==> config.mk <==
export PLATFORM = sky130hd
export DESIGN_NAME = muldiv_unit_flat
export DESIGN_NICKNAME = d
export VERILOG_FILES = /design/src/rtl/muldiv_unit_if.sv /design/src/rtl/muldiv_unit.sv /design/src/flat_wrapper.sv
export SDC_FILE = /design/constraint.sdc
export NUM_CORES = 1
export LEC_CHECK = 0
export CORE_MARGIN = 3
export CORE_UTILIZATION = 55
export DETAILED_ROUTE_END_ITERATION = 10
export GPL_TIMING_DRIVEN = 0
export PLACE_DENSITY = 0.79
export SKIP_LAST_GASP = 1
export SYNTH_ARGS = -nofsm -noshare
export SYNTH_HDL_FRONTEND = slang
export SYNTH_SLANG_ARGS = --single-unit
==> constraint.sdc <==
create_clock -name clock -period 3.76 [get_ports clock]
set_input_delay 0.752 -clock clock [delete_from_list [all_inputs] [get_ports clock]]
set_output_delay 0.752 -clock clock [all_outputs]
set_load 0.1 [all_outputs]
==> src/rtl/muldiv_unit_if.sv <==
// Issue/result interface of the iterative multiply/divide unit.
// The master side (ID/EX stage) issues operations and MTHI/MTLO writes;
// the slave side (muldiv_unit) reports busy/done and exposes HI/LO.
interface muldiv_unit_if #(
  parameter int WIDTH = 32
);
  logic             start;
  logic [1:0]       op;
  logic [WIDTH-1:0] operand_a;
  logic [WIDTH-1:0] operand_b;
  logic             flush;
  logic             hi_we;
  logic             lo_we;
  logic [WIDTH-1:0] write_data;
  logic             busy;
  logic             done;
  logic [WIDTH-1:0] hi;
  logic [WIDTH-1:0] lo;

  modport master (
    output start, op, operand_a, operand_b, flush, hi_we, lo_we, write_data,
    input  busy, done, hi, lo
  );

  modport slave (
    input  start, op, operand_a, operand_b, flush, hi_we, lo_we, write_data,
    output busy, done, hi, lo
  );
endinterface

==> src/rtl/muldiv_unit.sv <==
// Iterative multiply/divide unit owning the architectural HI/LO registers.
// Operates on operand magnitudes: one shift-add (multiply) or one restoring
// shift-subtract (divide) step per cycle for WIDTH cycles, then a FIX cycle
// applies the recorded signs and writes HI/LO. op: 00 MULT, 01 MULTU,
// 10 DIV, 11 DIVU (op[1] selects divide, op[0] selects unsigned).
module muldiv_unit #(
  parameter int WIDTH = 32,
  parameter int CNT_W = 5
) (
  input  logic          clock,
  input  logic          reset_n,
  muldiv_unit_if.slave  bus
);

  typedef enum logic [1:0] {IDLE, RUN, FIX} state_t;

  state_t           r_state;
  logic [CNT_W-1:0] r_cnt;
  logic [WIDTH-1:0] r_acc;
  logic [WIDTH-1:0] r_q;
  logic [WIDTH-1:0] r_b;
  logic [WIDTH-1:0] r_hi;
  logic [WIDTH-1:0] r_lo;
  logic             r_is_div;
  logic             r_neg_q;
  logic             r_neg_r;
  logic             r_div0;
  logic             r_busy;
  logic             r_done;

  logic               w_signed;
  logic               w_a_neg;
  logic               w_b_neg;
  logic [WIDTH-1:0]   w_a_mag;
  logic [WIDTH-1:0]   w_b_mag;
  logic [WIDTH:0]     w_sum;
  logic [WIDTH:0]     w_shift;
  logic [WIDTH:0]     w_diff;
  logic [2*WIDTH-1:0] w_prod;
  logic [2*WIDTH-1:0] w_prod_fix;
  logic [WIDTH-1:0]   w_quo_fix;
  logic [WIDTH-1:0]   w_rem_fix;

  // Operand magnitudes and signs; only signed ops see a negative operand.
  assign w_signed = ~bus.op[0];
  assign w_a_neg  = w_signed & bus.operand_a[WIDTH-1];
  assign w_b_neg  = w_signed & bus.operand_b[WIDTH-1];
  assign w_a_mag  = w_a_neg ? -bus.operand_a : bus.operand_a;
  assign w_b_mag  = w_b_neg ? -bus.operand_b : bus.operand_b;

  // Multiply step: {r_acc, r_q} is the partial product, r_q[0] the next multiplier bit.
  assign w_sum = {1'b0, r_acc} + (r_q[0] ? {1'b0, r_b} : '0);

  // Divide step: r_acc is the partial remainder, r_q shifts dividend out and quotient in.
  assign w_shift = {r_acc, r_q[WIDTH-1]};
  assign w_diff  = w_shift - {1'b0, r_b};

  // Sign correction. A zero divisor yields remainder |a|, which the remainder
  // sign (sign of a) turns back into the original dividend; quotient is forced to all ones.
  assign w_prod     = {r_acc, r_q};
  assign w_prod_fix = r_neg_q ? -w_prod : w_prod;
  assign w_quo_fix  = r_div0 ? '1 : (r_neg_q ? -r_q : r_q);
  assign w_rem_fix  = r_neg_r ? -r_acc : r_acc;

  assign bus.busy = r_busy;
  assign bus.done = r_done;
  assign bus.hi   = r_hi;
  assign bus.lo   = r_lo;

  // Control FSM, datapath iteration and HI/LO ownership with registered busy/done.
  always_ff @(posedge clock or negedge reset_n) begin
    if (!reset_n) begin
      r_state  <= IDLE;
      r_cnt    <= '0;
      r_acc    <= '0;
      r_q      <= '0;
      r_b      <= '0;
      r_hi     <= '0;
      r_lo     <= '0;
      r_is_div <= 1'b0;
      r_neg_q  <= 1'b0;
      r_neg_r  <= 1'b0;
      r_div0   <= 1'b0;
      r_busy   <= 1'b0;
      r_done   <= 1'b0;
    end else begin
      case (r_state)
        IDLE: begin
          if (bus.hi_we) r_hi <= bus.write_data;
          if (bus.lo_we) r_lo <= bus.write_data;
          if (bus.start && !bus.flush) begin
            r_state  <= RUN;
            r_busy   <= 1'b1;
            r_cnt    <= CNT_W'(WIDTH - 1);
            r_acc    <= '0;
            r_q      <= w_a_mag;
            r_b      <= w_b_mag;
            r_is_div <= bus.op[1];
            r_neg_q  <= w_a_neg ^ w_b_neg;
            r_neg_r  <= w_a_neg;
            r_div0   <= bus.op[1] & (bus.operand_b == '0);
          end
        end
        RUN: begin
          if (bus.flush) begin
            r_state <= IDLE;
            r_busy  <= 1'b0;
            r_done  <= 1'b0;
          end else begin
            if (r_is_div) begin
              if (!w_diff[WIDTH]) begin
                r_acc <= w_diff[WIDTH-1:0];
                r_q   <= {r_q[WIDTH-2:0], 1'b1};
              end else begin
                r_acc <= w_shift[WIDTH-1:0];
                r_q   <= {r_q[WIDTH-2:0], 1'b0};
              end
            end else begin
              r_acc <= w_sum[WIDTH:1];
              r_q   <= {w_sum[0], r_q[WIDTH-1:1]};
            end
            r_cnt <= r_cnt - CNT_W'(1);
            if (r_cnt == '0) begin
              r_state <= FIX;
              r_done  <= 1'b1;
            end
          end
        end
        FIX: begin
          r_state <= IDLE;
          r_busy  <= 1'b0;
          r_done  <= 1'b0;
          if (!bus.flush) begin
            if (r_is_div) begin
              r_hi <= w_rem_fix;
              r_lo <= w_quo_fix;
            end else begin
              r_hi <= w_prod_fix[2*WIDTH-1:WIDTH];
              r_lo <= w_prod_fix[WIDTH-1:0];
            end
          end
        end
        default: begin
          r_state <= IDLE;
          r_busy  <= 1'b0;
          r_done  <= 1'b0;
        end
      endcase
    end
  end

endmodule

==> src/flat_wrapper.sv <==
// flat-port wrapper written by rule: the top's interface ports become plain ports
module muldiv_unit_flat 
#(
  parameter int WIDTH = 32,
  parameter int CNT_W = 5
)
  (clock, reset_n, bus_start, bus_op, bus_operand_a, bus_operand_b, bus_flush, bus_hi_we, bus_lo_we, bus_write_data, bus_busy, bus_done, bus_hi, bus_lo);
  muldiv_unit_if #(.WIDTH(WIDTH)) bus_i ();
  input  logic clock;
  input  logic reset_n;
  input wire logic [$bits(bus_i.start)-1:0] bus_start;
  input wire logic [$bits(bus_i.op)-1:0] bus_op;
  input wire logic [$bits(bus_i.operand_a)-1:0] bus_operand_a;
  input wire logic [$bits(bus_i.operand_b)-1:0] bus_operand_b;
  input wire logic [$bits(bus_i.flush)-1:0] bus_flush;
  input wire logic [$bits(bus_i.hi_we)-1:0] bus_hi_we;
  input wire logic [$bits(bus_i.lo_we)-1:0] bus_lo_we;
  input wire logic [$bits(bus_i.write_data)-1:0] bus_write_data;
  output wire logic [$bits(bus_i.busy)-1:0] bus_busy;
  output wire logic [$bits(bus_i.done)-1:0] bus_done;
  output wire logic [$bits(bus_i.hi)-1:0] bus_hi;
  output wire logic [$bits(bus_i.lo)-1:0] bus_lo;
  assign bus_i.start = bus_start;
  assign bus_i.op = bus_op;
  assign bus_i.operand_a = bus_operand_a;
  assign bus_i.operand_b = bus_operand_b;
  assign bus_i.flush = bus_flush;
  assign bus_i.hi_we = bus_hi_we;
  assign bus_i.lo_we = bus_lo_we;
  assign bus_i.write_data = bus_write_data;
  assign bus_busy = bus_i.busy;
  assign bus_done = bus_i.done;
  assign bus_hi = bus_i.hi;
  assign bus_lo = bus_i.lo;
  muldiv_unit #(.WIDTH(WIDTH), .CNT_W(CNT_W)) u_core (.clock(clock), .reset_n(reset_n), .bus(bus_i));
endmodule
Word-level counts from Yosys, hierarchy flattened
Cells that the tools add are included. W data, S select, Z words.

Flip-flop bits (word level): 173. Bits of input ports: 104.

$add $sub $neg: 8. Reduce and logical (&&, ||, !) cells: 14. Eq/ne operators: 9. Mux-type cells: 38. Bitwise operators: 6.

Operators with widths (count): $mux W32 (19); $pmux W32 S2 (4); $neg A32 Y32 (4); $mux W64 (1); $neg A64 Y64 (1); $add A32 B33 Y33 (1); $sub A33 B32 Y33 (1); $logic_not A32 Y1 (1); $mux W5 (2); $ne A2 B2 Y1 const B (5); $pmux W5 S2 (1); $reduce_and A3 Y1 (3); $reduce_and A2 Y1 (4); $mux W2 (3); $logic_not A5 Y1 (1); $mux W1 (5); $sub A5 B1 Y5 const B (1); $pmux W1 S2 (2); $pmux W2 S2 (1); $reduce_bool A2 Y1 (2); $and A1 B1 Y1 (3); $ne A3 B2 Y1 const B (1); $eq A2 B1 Y1 const B (1); $eq A2 B2 Y1 const B (1); 6 further kinds (7).

Logic depth before layout (Yosys ltp)
Gate-level depths: netlist (run 1).

Depth after elaboration: 6. Depth in mapped cells: 14. Gate-level depth less buffers: 13.

Least setup slack after synthesis (run 1)
Ideal clock, no wire load.

Path kind: register to register. Start point: register u_core.r_q[0]. End point: register u_core.r_acc[27]. Stages on the path, launching flop included: 14. Slack: 0.621 ns. Setup time: 0.137 ns. Required time: 3.623 ns. Arrival time: 3.002 ns. Cell sequence: dfrtp_1 > inv_1 > clkbuf_1 > nor2_1 > ha_1 > o211ai_1 > a21oi_1 > nor4b_1 > nor3_1 > o311ai_0 > nand2_1 > a31o_2 > a211oi_1 > o211ai_1.

Word-level cells in the longest chain between the ends: 5.

Ends and longest elaborated chain: start: declaration (line muldiv_unit.sv:20) `logic [WIDTH-1:0] r_q;`; start signal: assignment (line muldiv_unit.sv:96) `r_q <= w_a_mag;`; start signal: assignment (line muldiv_unit.sv:113) `r_q <= {r_q[WIDTH-2:0], 1'b1};`; start signal: assignment (line muldiv_unit.sv:116) `r_q <= {r_q[WIDTH-2:0], 1'b0};`; $mux W32 (line muldiv_unit.sv:52) `assign w_sum = {1'b0, r_acc} + (r_q[0] ? {1'b0, r_b} : '0);`; $add A32 B33 Y33 (line muldiv_unit.sv:52); $mux W32 (line muldiv_unit.sv:110) `if (r_is_div) begin`; $mux W32 (line muldiv_unit.sv:105) `if (bus.flush) begin`; $pmux W32 S2 (line muldiv_unit.sv:87) `case (r_state)`; end signal: assignment (line muldiv_unit.sv:112) `r_acc <= w_diff[WIDTH-1:0];`; end signal: assignment (line muldiv_unit.sv:115) `r_acc <= w_shift[WIDTH-1:0];`; end signal: assignment (line muldiv_unit.sv:119) `r_acc <= w_sum[WIDTH:1];`; end: declaration (line muldiv_unit.sv:19) `logic [WIDTH-1:0] r_acc;`.

No other way between the ends. The select of a mux whose other input is x is not followed. A chain may end at the register's enable or synchronous reset.

Worst setup path after layout (run 1)
Start point: register u_core.r_q[0]. End point: register u_core.r_acc[23].

The elaborated chain is that of the path after synthesis.

==> results.toml, run 1 <==
[layout]
multi_input_comb_area_um2 = 9430
diodes = 0
sequential_cell_area_um2 = 4330
final_common_cell = "sky130_fd_sc_hd__nand2_1"
layout.cells.most_common_list = "sky130_fd_sc_hd__nand2_1 (246), sky130_fd_sc_hd__o21ai_0 (216), sky130_fd_sc_hd__dfrtp_1 (170), sky130_fd_sc_hd__clkdlybuf4s50_1 (168), sky130_fd_sc_hd__nor2_1 (155)"
syn_to_final_growth_pct = 19.8
final_layout_size_suffix_gt1_share_pct = 4.53
finish.net_count = 2192
fillerInstances = 2219

[pwr]
peakVddDrop_v = 0.000443
fin_total_pwr_uw = 12600
power_leakage_uw = 0.00721
power_density_of_the_placed_cells_nw_per_um2 = 733

[placement]
gpl.final_weighted_congestion = 0.981
place.port_buffers = 169
place.detailed.hpwl_um = 39000

[floorplanning]
core_um2 = 25400
die_area_um2 = 28000
chipHeight_um = 167
floorplan.initialDensity_pct = 56.3
horizontal_die_dimension_um = 167
floorplan.io_pins = 170
row_count = 58

[critical_path]
cp_most_frequent_cell = "sky130_fd_sc_hd__a211oi_1"
worst-endpoint-arrival_ps = 3960
critical_path.cell_chain = "inv_1 -> clkbuf_2 -> nor2_1 -> ha_1 -> a211oi_1 -> o21bai_1 -> a211oi_1 -> o21ai_0 -> o311ai_2 -> nand3b_1 -> a21oi_1 -> xor2_1 -> o221ai_1"
critical_path_required_ps = 4050
worst-path-max-fanout = 10
crit_path_top_delay_cell = "sky130_fd_sc_hd__dfrtp_2"
worstSetupStartpointType = "flop"
crit_type = "reg -> reg"
critical_path.max_stage_delay_ps = 510
end_kind = "flop"
timing.reg2reg.worst_path_depth = 13

[sta]
timing.slew.headroom_pct = 25.2
worst_clock_skew_ps = 17.1
worstMarginPinSlew_ps = 1110
post-route-period-util_pct = 97.6
rsz0062_at_grt = "true"
fmaxAchievable_mhz = 273
finalHoldViolations = 0
finalSetupViolCount = 0
finalCriticalPeriod_ps = 3670
slew_viol_final = 0
tns_ps = 0

[global_route]
gr-total-overflow = 0
grt_max_degree = 97
antenna_found_initial = 0
first_global_vias = 14100
global_route_wire_length_before_repair_um = 78400
overall_routing_resource_usage_pct = 34.6

[cts]
root_buffer_master = "sky130_fd_sc_hd__clkbuf_16"
clkSinkCount = 173
clkSlewWorstSetupHoldPaths_ps = 80
cts_buffer_count = 17
ctsLongestPathBuffers = 2
clock_tree.htree_level_count = 4
tritoncts = "yes"
clk-insertion-delay-late_ps = 440

[hold_path]
hp-class = "in -> async"

[synthesis]
synthDistinctLibCells = 73
synthArstFlopShare_pct = 100
ys_ff_latch = 173
syn-num-nets = 2002
synthesis.yosys.warnings = 0
yosysSeqAreaShare_pct = 30.2
syn_avg_cell_area_um2 = 7.84
syn_area_um2 = 14300
synth-edff-count = 0
synth_cells = 1826
postSynth.topFlopCell = "sky130_fd_sc_hd__dfrtp_1"

[drt]
route.antenna.remaining_nets = 0
wl_per_cell_um = 21.1
wirelength_um = 49800
drc_errors = 0
detail_route.first_pass.iterations = 6
drtIter0Drc = 1887
dr_total_vias = 15000
post_drt_via_cell_ratio = 6.35

[run_status]
run_status = "complete, no violations"

[job]
max_cap_violations = 0
## layer usage
layer	up-vias	global-route usage, %	wire length (um)
li1	6907	-	-
met1	7213	51.4	22200
met2	765	53.4	21800
met3	96	5.22	4510
met4	0	8.61	1250
met5	-	0	0
## report_power, final
| part | internal, uW | switching, uW | total, uW |
|---|---|---|---|
| Sequential | 2310 | 745 | 3060 |
| Combinational | 2790 | 4910 | 7700 |
| Clock | 904 | 915 | 1820 |
| Total | 6010 | 6570 | 12600 |
## cells by family after synthesis
group           after synthesis  synth area share [%]
fa+ha+maj                    72                  6.40
xor+xnor                    174                  10.6
mux                          58                  4.06
simple gates                608                  20.0
buf+inv                     165                  4.60
flops                       173                  30.2
compound gates              576                  24.0
## area by class of cell
class	count	area share [%]
plain buffers	104	2.54
well taps	330	2.41
multi-input cells	1488	55.0
clock inverters	14	0.824
clock buffers	18	2.56
flip-flops and latches	173	25.3
repair buffers	171	10.1
inverters	61	1.34
## through the flow
stage,instance area (um^2),setup slack (ps),utilization (%),std cells,hold slack (ps)
detailed placement,16400,-286,64.8,2326,469
global route,17200,-81.4,67.5,2359,315
floorplan,14300,621,-,1826,450
global placement,16400,-5440,64.6,2325,463
finish,17200,91.6,67.5,2359,246
CTS,17000,25.9,67.1,2358,310
## synthesized netlist by cell type (all sizes together), types with 3 or more instances
master,number,share of area (%)
and4,3,0.18
or3,16,0.70
nor3b,5,0.26
nor2b,14,0.61
ha,70,6.1
a211oi,11,0.58
inv,61,1.6
a41oi,4,0.24
a21oi,129,4.6
xor2,68,4.2
a2111oi,3,0.18
nor4,15,0.91
o22ai,34,1.5
a22oi,19,1.0
nor2,155,4.1
a31oi,27,1.2
o21bai,5,0.26
nand2b,20,0.87
a21boi,3,0.16
mux2i,58,4.1
dfrtp,173,30
nand3b,6,0.31
and3,11,0.48
nand4,16,0.70
a31o,3,0.18
nor3,38,1.3
o21a,4,0.21
a21o,28,1.5
o21ai,235,8.2
nand2,247,6.5
and2,6,0.26
buf,21,0.81
o41ai,10,0.66
xnor2,106,6.5
clkbuf,83,2.2
nor4b,5,0.52
o221ai,4,0.24
a221oi,4,0.24
o31ai,27,1.6
o211ai,9,0.47
or2,8,0.35
or4,13,0.73
nand3,26,1.0
a311oi,4,0.24
## flip-flops by register name, summed over array words and instances (netlist names)
name             cells
u_core.r_q          32
u_core.bus.done      1
u_core.r_neg_q       1
u_core.r_is_div      1
u_core.r_neg_r       1
u_core.r_div0        1
u_core.bus.busy      1
u_core.r_b          32
u_core.bus.lo       32
u_core.r_acc        32
u_core.bus.hi       32
u_core.r_cnt         5
u_core.r_state       2
## path summary, 6_finish.rpt
| kind | startpoint | end | slack (ps) |
|---|---|---|---|
| hold / removal | reset_n | u_core.r_acc[8]$_DFFE_PN0P_ | 250 |
| setup / recovery | u_core.r_q[0]$_DFFE_PN0P_ | u_core.r_acc[23]$_DFFE_PN0P_ | 90 |
| min in group clock | u_core.r_b[23]$_DFFE_PN0P_ | u_core.r_b[23]$_DFFE_PN0P_ | 480 |
| setup reg to reg | u_core.r_q[0]$_DFFE_PN0P_ | u_core.r_acc[23]$_DFFE_PN0P_ | 90 |
| hold reg to reg | u_core.r_b[23]$_DFFE_PN0P_ | u_core.r_b[23]$_DFFE_PN0P_ | 480 |
| max in group asynchronous | reset_n | u_core.r_q[5]$_DFFE_PN0P_ | 2590 |
## timing repair
| item | 4_1_cts | 5_1_grt |
|---|---|---|
| gates resized for setup | 7 | 26 |
| setup endpoints to repair | 22 | 44 |
| pin swaps | 0 | 3 |
| buffers inserted | 0 | 1 |
| hold buffers | 0 | 0 |
## critical path: cells and delay by family (launching register included)
kind / cells / cell delay, ps
and+or+nand+nor: 2 / 220
DFF: 1 / 510
AOI/OAI and AO/OA: 7 / 1760
adders and majority gates: 1 / 360
buffers and inverters: 2 / 470
xor gates and xnor gates: 1 / 190
No activity file was read; power rests on OpenSTA's default activity.
==> inputs of run 2 (changes only) <==
--- a/config.mk
+++ b/config.mk
@@ -6,10 +6,10 @@
 export NUM_CORES = 1
 export LEC_CHECK = 0
 export CORE_MARGIN = 3
-export CORE_UTILIZATION = 55
+export CORE_UTILIZATION = 40
+export CTS_CLUSTER_SIZE = 12
 export DETAILED_ROUTE_END_ITERATION = 10
 export GPL_TIMING_DRIVEN = 0
-export PLACE_DENSITY = 0.79
 export SKIP_LAST_GASP = 1
 export SYNTH_ARGS = -nofsm -noshare
 export SYNTH_HDL_FRONTEND = slang
==> constraint.sdc (replaced) <==
create_clock -name clock -period 4 [get_ports clock]
set_input_delay 0.8 -clock clock [delete_from_list [all_inputs] [get_ports clock]]
set_output_delay 0.8 -clock clock [all_outputs]
set_load 0.1 [all_outputs]
==> run 2 against run 1 <==
  * Worst hold slack improved by 130 ps
  * Setup slack improved by 97 ps
  * Largest power group unchanged
  * Critical path depth decreased by 1
  * Design area rose by 0.61%
  * Non-clock buffer count stayed put
==> results.toml, run 2 (synthesis results as in run 1) <==
[run_status]
run_status = "complete, no violations"

[layout]
syn_to_final_growth_pct = 20.6
layout.cells.most_common_list = "sky130_fd_sc_hd__nand2_1 (247), sky130_fd_sc_hd__o21ai_0 (218), sky130_fd_sc_hd__dfrtp_1 (172), sky130_fd_sc_hd__clkdlybuf4s50_1 (168), sky130_fd_sc_hd__nor2_1 (155)"
final_layout_size_suffix_gt1_share_pct = 3.94
final_common_cell = "sky130_fd_sc_hd__nand2_1"
finish.net_count = 2192
fin_cells = 2484
stdcell_area_um2 = 17300
finalCoreUtilization_pct = 49.5
diodes = 0

[cts]
tritoncts = "yes"
ctsLongestPathBuffers = 2
clock_tree.htree_level_count = 4
cts.repair_timing.setup_buffer_count = 0
clk-insertion-delay-late_ps = 470
cts_buffer_count = 17
clkSlewWorstSetupHoldPaths_ps = 80
clkSinkCount = 173
root_buffer_master = "sky130_fd_sc_hd__clkbuf_16"
postCtsHoldBufs = 0

[critical_path]
critical_path.cell_chain = "inv_1 -> ha_1 -> clkbuf_2 -> nand4_1 -> o22ai_1 -> o21ai_0 -> a311oi_2 -> o21ai_0 -> a21oi_1 -> or4_1 -> nand3_1 -> a41oi_1"
critical_path.max_stage_delay_ps = 610
timing.critical_path.from = "u_core.r_b[6]$_DFFE_PN0P_"
worst-endpoint-arrival_ps = 4110
end_kind = "flop"
worst-path-max-fanout = 7
cp_most_frequent_cell = "sky130_fd_sc_hd__o21ai_0"
crit_path_top_delay_cell = "sky130_fd_sc_hd__o21ai_0"
worstSetupStartpointType = "flop"
critical_path_required_ps = 4300
worst_r2r_startpoint = "u_core.r_b[6]$_DFFE_PN0P_"
timing.reg2reg.worst_path_depth = 12
crit_type = "reg -> reg"

[pwr]
fin_total_pwr_uw = 11800
power_leakage_uw = 0.00720
comb_power_share_pct = 61.3
share_seq_of_total_power_pct = 24.5
cellInternalPower_uw = 5620
power_switching_uw = 6190
power_density_of_the_placed_cells_nw_per_um2 = 685
power.clock.fraction_pct = 14.2
power.switching_fraction_pct = 52.4
peakVddDrop_v = 0.000362

[sta]
hold_ws_ps = 372
post-route-period-util_pct = 95.3
rsz0062_at_grt = "false"
worstMarginPinSlew_ps = 1120
fmaxAchievable_mhz = 262
slew_viol_final = 0
finalCriticalPeriod_ps = 3810
finalHoldViolations = 0
timing.slew.headroom_pct = 24.8
worst_clock_skew_ps = 14.5
finalSetupViolCount = 0

[placement]
placed_cells_incl_taps = 2452
place.detailed.hpwl_um = 42100
place.port_buffers = 169
gpl.final_weighted_congestion = 0.960
placement.cell_area_um2 = 16600

[drt]
route.antenna.remaining_nets = 0
wirelength_um = 53000
dr_total_vias = 14500
detail_route.first_pass.iterations = 7
wl_per_cell_um = 21.3
post_drt_via_cell_ratio = 5.85
drc_errors = 0
drtIter0Drc = 1269

[floorplanning]
floorplan.io_pins = 170
row_count = 68
die_area_um2 = 38100
core_um2 = 34900
horizontal_die_dimension_um = 195
chipHeight_um = 195
floorplan.initialDensity_pct = 41.0

[global_route]
global_route_wire_length_before_repair_um = 82500
antenna_found_initial = 0
overall_routing_resource_usage_pct = 27.4
grt_max_degree = 114
first_global_vias = 14000
gr-total-overflow = 0

[job]
max_cap_violations = 0

[hold_path]
hp-class = "in -> async"
-- run 2: through the flow --
step | setup slack, ps | setup TNS (ps)
2_1_floorplan | 861 | 0
3_3_place_gp | -5570 | -978300
3_5_place_dp | -204 | -912
4_1_cts | 21.9 | 0
5_1_grt | 11.3 | 0
6_report | 189 | 0
-- run 2: layer usage --
layer	vias to the layer above	GRT usage, %	wire, um
met4	0	6.47	966
li1	6921	-	-
met2	519	42.4	23500
met5	-	0	0
met1	7029	40.6	25200
met3	56	3.83	3260
-- run 2: layout make-up --
type                    count  area (um^2)
well taps                 455          569
repair buffers            171         1750
clock buffers              19          443
fillers                  3546        17600
flip-flops and latches    173         4330
plain buffers             104          432
multi-input cells        1488         9380
inverters                  61          229
clock inverters            13          119
-- run 2: path summary, 6_finish.rpt --
kind | slack [ps] | end
worst max-delay path | 190 | u_core.r_acc[31]$_DFFE_PN0P_
worst min-delay path | 370 | u_core.r_b[16]$_DFFE_PN0P_
worst max register to register | 190 | u_core.r_acc[31]$_DFFE_PN0P_
worst min register to register | 480 | u_core.bus.lo[17]$_DFFE_PN0P_
max in group asynchronous | 2860 | u_core.bus.lo[10]$_DFFE_PN0P_
min in group clock | 480 | u_core.bus.lo[17]$_DFFE_PN0P_
-- run 2: critical path: cells and delay by family (launching register included) --
family / cells / cell delay (ps)
adder cells (fa/ha/maj): 1 / 270
buffers and inverters: 2 / 360
AND/OR/NAND/NOR: 3 / 840
flip-flops: 1 / 360
AO/OA/AOI/OAI: 6 / 1810
-- run 2: timing repair --
action                                  CTS  global route
gates resized for setup                   4            10
pin swaps                                 0             0
endpoints found under the setup margin    9            17
endpoints found under the hold margin     0             0
-- run 2: power groups by stage --
stage	Clock, uW	Combinational, uW	Sequential [uW]
after floorplan	0	4450	3410
after global placement	0	7020	2890
after detailed placement	0	7070	2900
after CTS	1700	7110	2870
after global routing	1770	7870	2940
final	1680	7240	2890
==> inputs of run 3 (changes only) <==
--- a/config.mk
+++ b/config.mk
@@ -5,6 +5,7 @@
 export SDC_FILE = /design/constraint.sdc
 export NUM_CORES = 1
 export LEC_CHECK = 0
+export ABC_AREA = 1
 export CORE_MARGIN = 3
 export CORE_UTILIZATION = 40
 export CTS_CLUSTER_SIZE = 12
==> run 3 against run 2 <==
  * Register-to-register slack improved by 90 ps
  * Global-route usage increased by 6.2 points
  * Synthesized cell count rose by 68%
  * First-iteration DRC count grew 77%
  * Design area increased by 20%
  * Critical endpoint is now u_core.r_acc[7]$_DFFE_PN0P_
  * Critical path type unchanged
  * Non-clock buffer count shrank 7
  * Routed wire length is 50% higher
==> results.toml, run 3 <==
[run_status]
run_status = "complete, no violations"

[pwr]
share_seq_of_total_power_pct = 23.2
power_leakage_uw = 0.0106
peakVddDrop_v = 0.000362
power.clock.fraction_pct = 13.9
power_switching_uw = 7860
comb_power_share_pct = 63.0
power.switching_fraction_pct = 57.6
power_density_of_the_placed_cells_nw_per_um2 = 658
cellInternalPower_uw = 5790

[sta]
worstMarginPinSlew_ps = 1000
finalCriticalPeriod_ps = 3720
tns_ps = 0
finalHoldViolations = 0
timing.slew.headroom_pct = 33.1
rsz0062_at_grt = "false"
post-route-period-util_pct = 93.0
hold_ws_ps = 222
worst_clock_skew_ps = 15.6
finalSetupViolCount = 0
slew_viol_final = 0
fmaxAchievable_mhz = 269

[floorplanning]
core_um2 = 43300
floorplan.io_pins = 170
die_area_um2 = 46600
row_count = 76
floorplan.initialDensity_pct = 40.7
horizontal_die_dimension_um = 216
chipHeight_um = 216

[synthesis]
synth_commonest_cells = "sky130_fd_sc_hd__nand2_1 (925), sky130_fd_sc_hd__inv_1 (438), sky130_fd_sc_hd__nor2_1 (416)"
synth.top_cell.area_share_pct = 24.6
synth_most_common_cell = "sky130_fd_sc_hd__nand2_1"
syn-num-nets = 3242
synth-edff-count = 0
synth_top_cell_by_area = "sky130_fd_sc_hd__dfrtp_1"
postSynth.topFlopCell = "sky130_fd_sc_hd__dfrtp_1"
yosys-top-cells-area = "sky130_fd_sc_hd__dfrtp_1 (25%), sky130_fd_sc_hd__nand2_1 (20%), sky130_fd_sc_hd__inv_1 (9.3%)"
synthArstFlopShare_pct = 100
synth_cells = 3066
syn_area_um2 = 17600
syn_avg_cell_area_um2 = 5.75
ys_ff_latch = 173
synthesis.yosys.warnings = 0
yosysSeqAreaShare_pct = 24.6
synthDistinctLibCells = 46

[critical_path]
critical_path_required_ps = 4400
worst-endpoint-arrival_ps = 4120
timing.reg2reg.worst_path_depth = 15
worstSetupStartpointType = "flop"
end_kind = "flop"
worst-path-max-fanout = 10
reg2reg_slack_ps = 280
crit_type = "reg -> reg"
crit-reg2reg-capture = "u_core.r_acc[7]$_DFFE_PN0P_"
worst_r2r_startpoint = "u_core.r_q[0]$_DFFE_PN0P_"

[layout]
syn_to_final_growth_pct = 17.6
final_common_cell = "sky130_fd_sc_hd__nand2_1"
finish.net_count = 3431
fin_cells = 3854
final_layout_size_suffix_gt1_share_pct = 3.18
layout.cells.most_common_list = "sky130_fd_sc_hd__nand2_1 (925), sky130_fd_sc_hd__inv_1 (438), sky130_fd_sc_hd__nor2_1 (416), sky130_fd_sc_hd__nand3_1 (256), sky130_fd_sc_hd__a21oi_1 (224)"

[cts]
clkSlewWorstSetupHoldPaths_ps = 80
postCtsHoldBufs = 0
tritoncts = "yes"
cts_buffer_count = 17
ctsLongestPathBuffers = 2
postCtsResizedCells = 0
root_buffer_master = "sky130_fd_sc_hd__clkbuf_16"
clock_tree.htree_level_count = 4
clk-insertion-delay-late_ps = 510
clkSinkCount = 173
cts.repair_timing.setup_buffer_count = 0

[drt]
route.antenna.remaining_nets = 0
wirelength_um = 79500
detail_route.first_pass.iterations = 7
wl_per_cell_um = 20.6
dr_total_vias = 21000
drtIter0Drc = 2242
post_drt_via_cell_ratio = 5.44
drc_errors = 0

[placement]
gpl.final_weighted_congestion = 1.04
placed_cells_incl_taps = 3821
place.port_buffers = 169
place.detailed.hpwl_um = 65300

[hold_path]
hp-class = "in -> async"

[global_route]
overall_routing_resource_usage_pct = 33.7
first_global_vias = 19400
gr-total-overflow = 0
grt_max_degree = 103
global_route_wire_length_before_repair_um = 118000
antenna_found_initial = 1

[job]
max_cap_violations = 0
[run 3: layout make-up]
| type | count | area [um^2] |
|---|---|---|
| sequential | 173 | 4330 |
| clock inverter | 13 | 195 |
| inverter | 448 | 1680 |
| tap | 585 | 732 |
| fill | 4747 | 22500 |
| antenna | 1 | 2.50 |
| timing repair buffer | 170 | 1720 |
| multi-input combinational | 2347 | 11200 |
| buffer | 98 | 440 |
| clock buffer | 19 | 453 |
[run 3: kinds of logic (layout without fill, tap and decap cells)]
family / count (synthesis) / in the layout / synth area share [%]
AOI/OAI and AO/OA: 498 / 498 / 15.2
xor gates and xnor gates: 60 / 60 / 2.98
DFF: 173 / 173 / 24.6
buffers and inverters: 546 / 748 / 12.0
other: 0 / 1 / 0
and+or+nand+nor: 1717 / 1717 / 40.1
adders and majority gates: 72 / 72 / 5.20
[run 3: how the worst max path moves through the flow]
stage | from | to | slack (ps) | cells after the start
after floorplan | u_core.r_q[0]$_DFFE_PN0P_ | u_core.r_acc[29]$_DFFE_PN0P_ | 1480 | 19
after global placement | reset_n | u_core.r_q[5]$_DFFE_PN0P_ | -5330 | 1
after detailed placement | u_core.r_q[0]$_DFFE_PN0P_ | u_core.r_acc[7]$_DFFE_PN0P_ | 490 | 15
after CTS | u_core.r_q[0]$_DFFE_PN0P_ | u_core.r_acc[7]$_DFFE_PN0P_ | 480 | 15
after global routing | u_core.r_q[0]$_DFFE_PN0P_ | u_core.r_acc[7]$_DFFE_PN0P_ | 180 | 15
final | u_core.r_q[0]$_DFFE_PN0P_ | u_core.r_acc[7]$_DFFE_PN0P_ | 280 | 15
[run 3: power by group through the flow]
stage	registers (uW)	clock network [uW]	logic (uW)
global placement	3120	0	8340
CTS	3090	1930	8430
finish	3160	1890	8590
floorplan	3370	0	5270
global route	3170	1990	9450
detailed placement	3120	0	8390
[run 3: worst max-delay path, stage by stage (launching register included)]
cell and delay (ps):
sky130_fd_sc_hd__dfrtp_1 340, sky130_fd_sc_hd__buf_6 170, sky130_fd_sc_hd__clkbuf_1 410, sky130_fd_sc_hd__nand2_1 90, sky130_fd_sc_hd__inv_1 70, sky130_fd_sc_hd__ha_1 210
sky130_fd_sc_hd__inv_1 70, sky130_fd_sc_hd__fa_1 460, sky130_fd_sc_hd__o21ai_1 500, sky130_fd_sc_hd__inv_1 80, sky130_fd_sc_hd__o21ai_1 330, sky130_fd_sc_hd__xor2_1 110
sky130_fd_sc_hd__o21ai_0 540, sky130_fd_sc_hd__inv_1 100, sky130_fd_sc_hd__nand2_1 90, sky130_fd_sc_hd__nand2_1 40
[run 3: layer usage]
metal  part of all wire, %  global-route usage [%]
met1                    45                    48.5
met2                    41                    49.4
met3                    11                    8.73
met4                   2.5                    9.59
met5                  0.12                    1.35
[run 3: metrics by stage]
step,utilization [%],power (uW),area [um^2],setup slack [ps]
after floorplan,-,8640,17600,1480
after global placement,46.3,11500,20000,-5330
after detailed placement,46.4,11500,20100,488
after CTS,47.9,13400,20700,484
after global routing,47.9,14600,20700,179
final,47.9,13600,20700,280
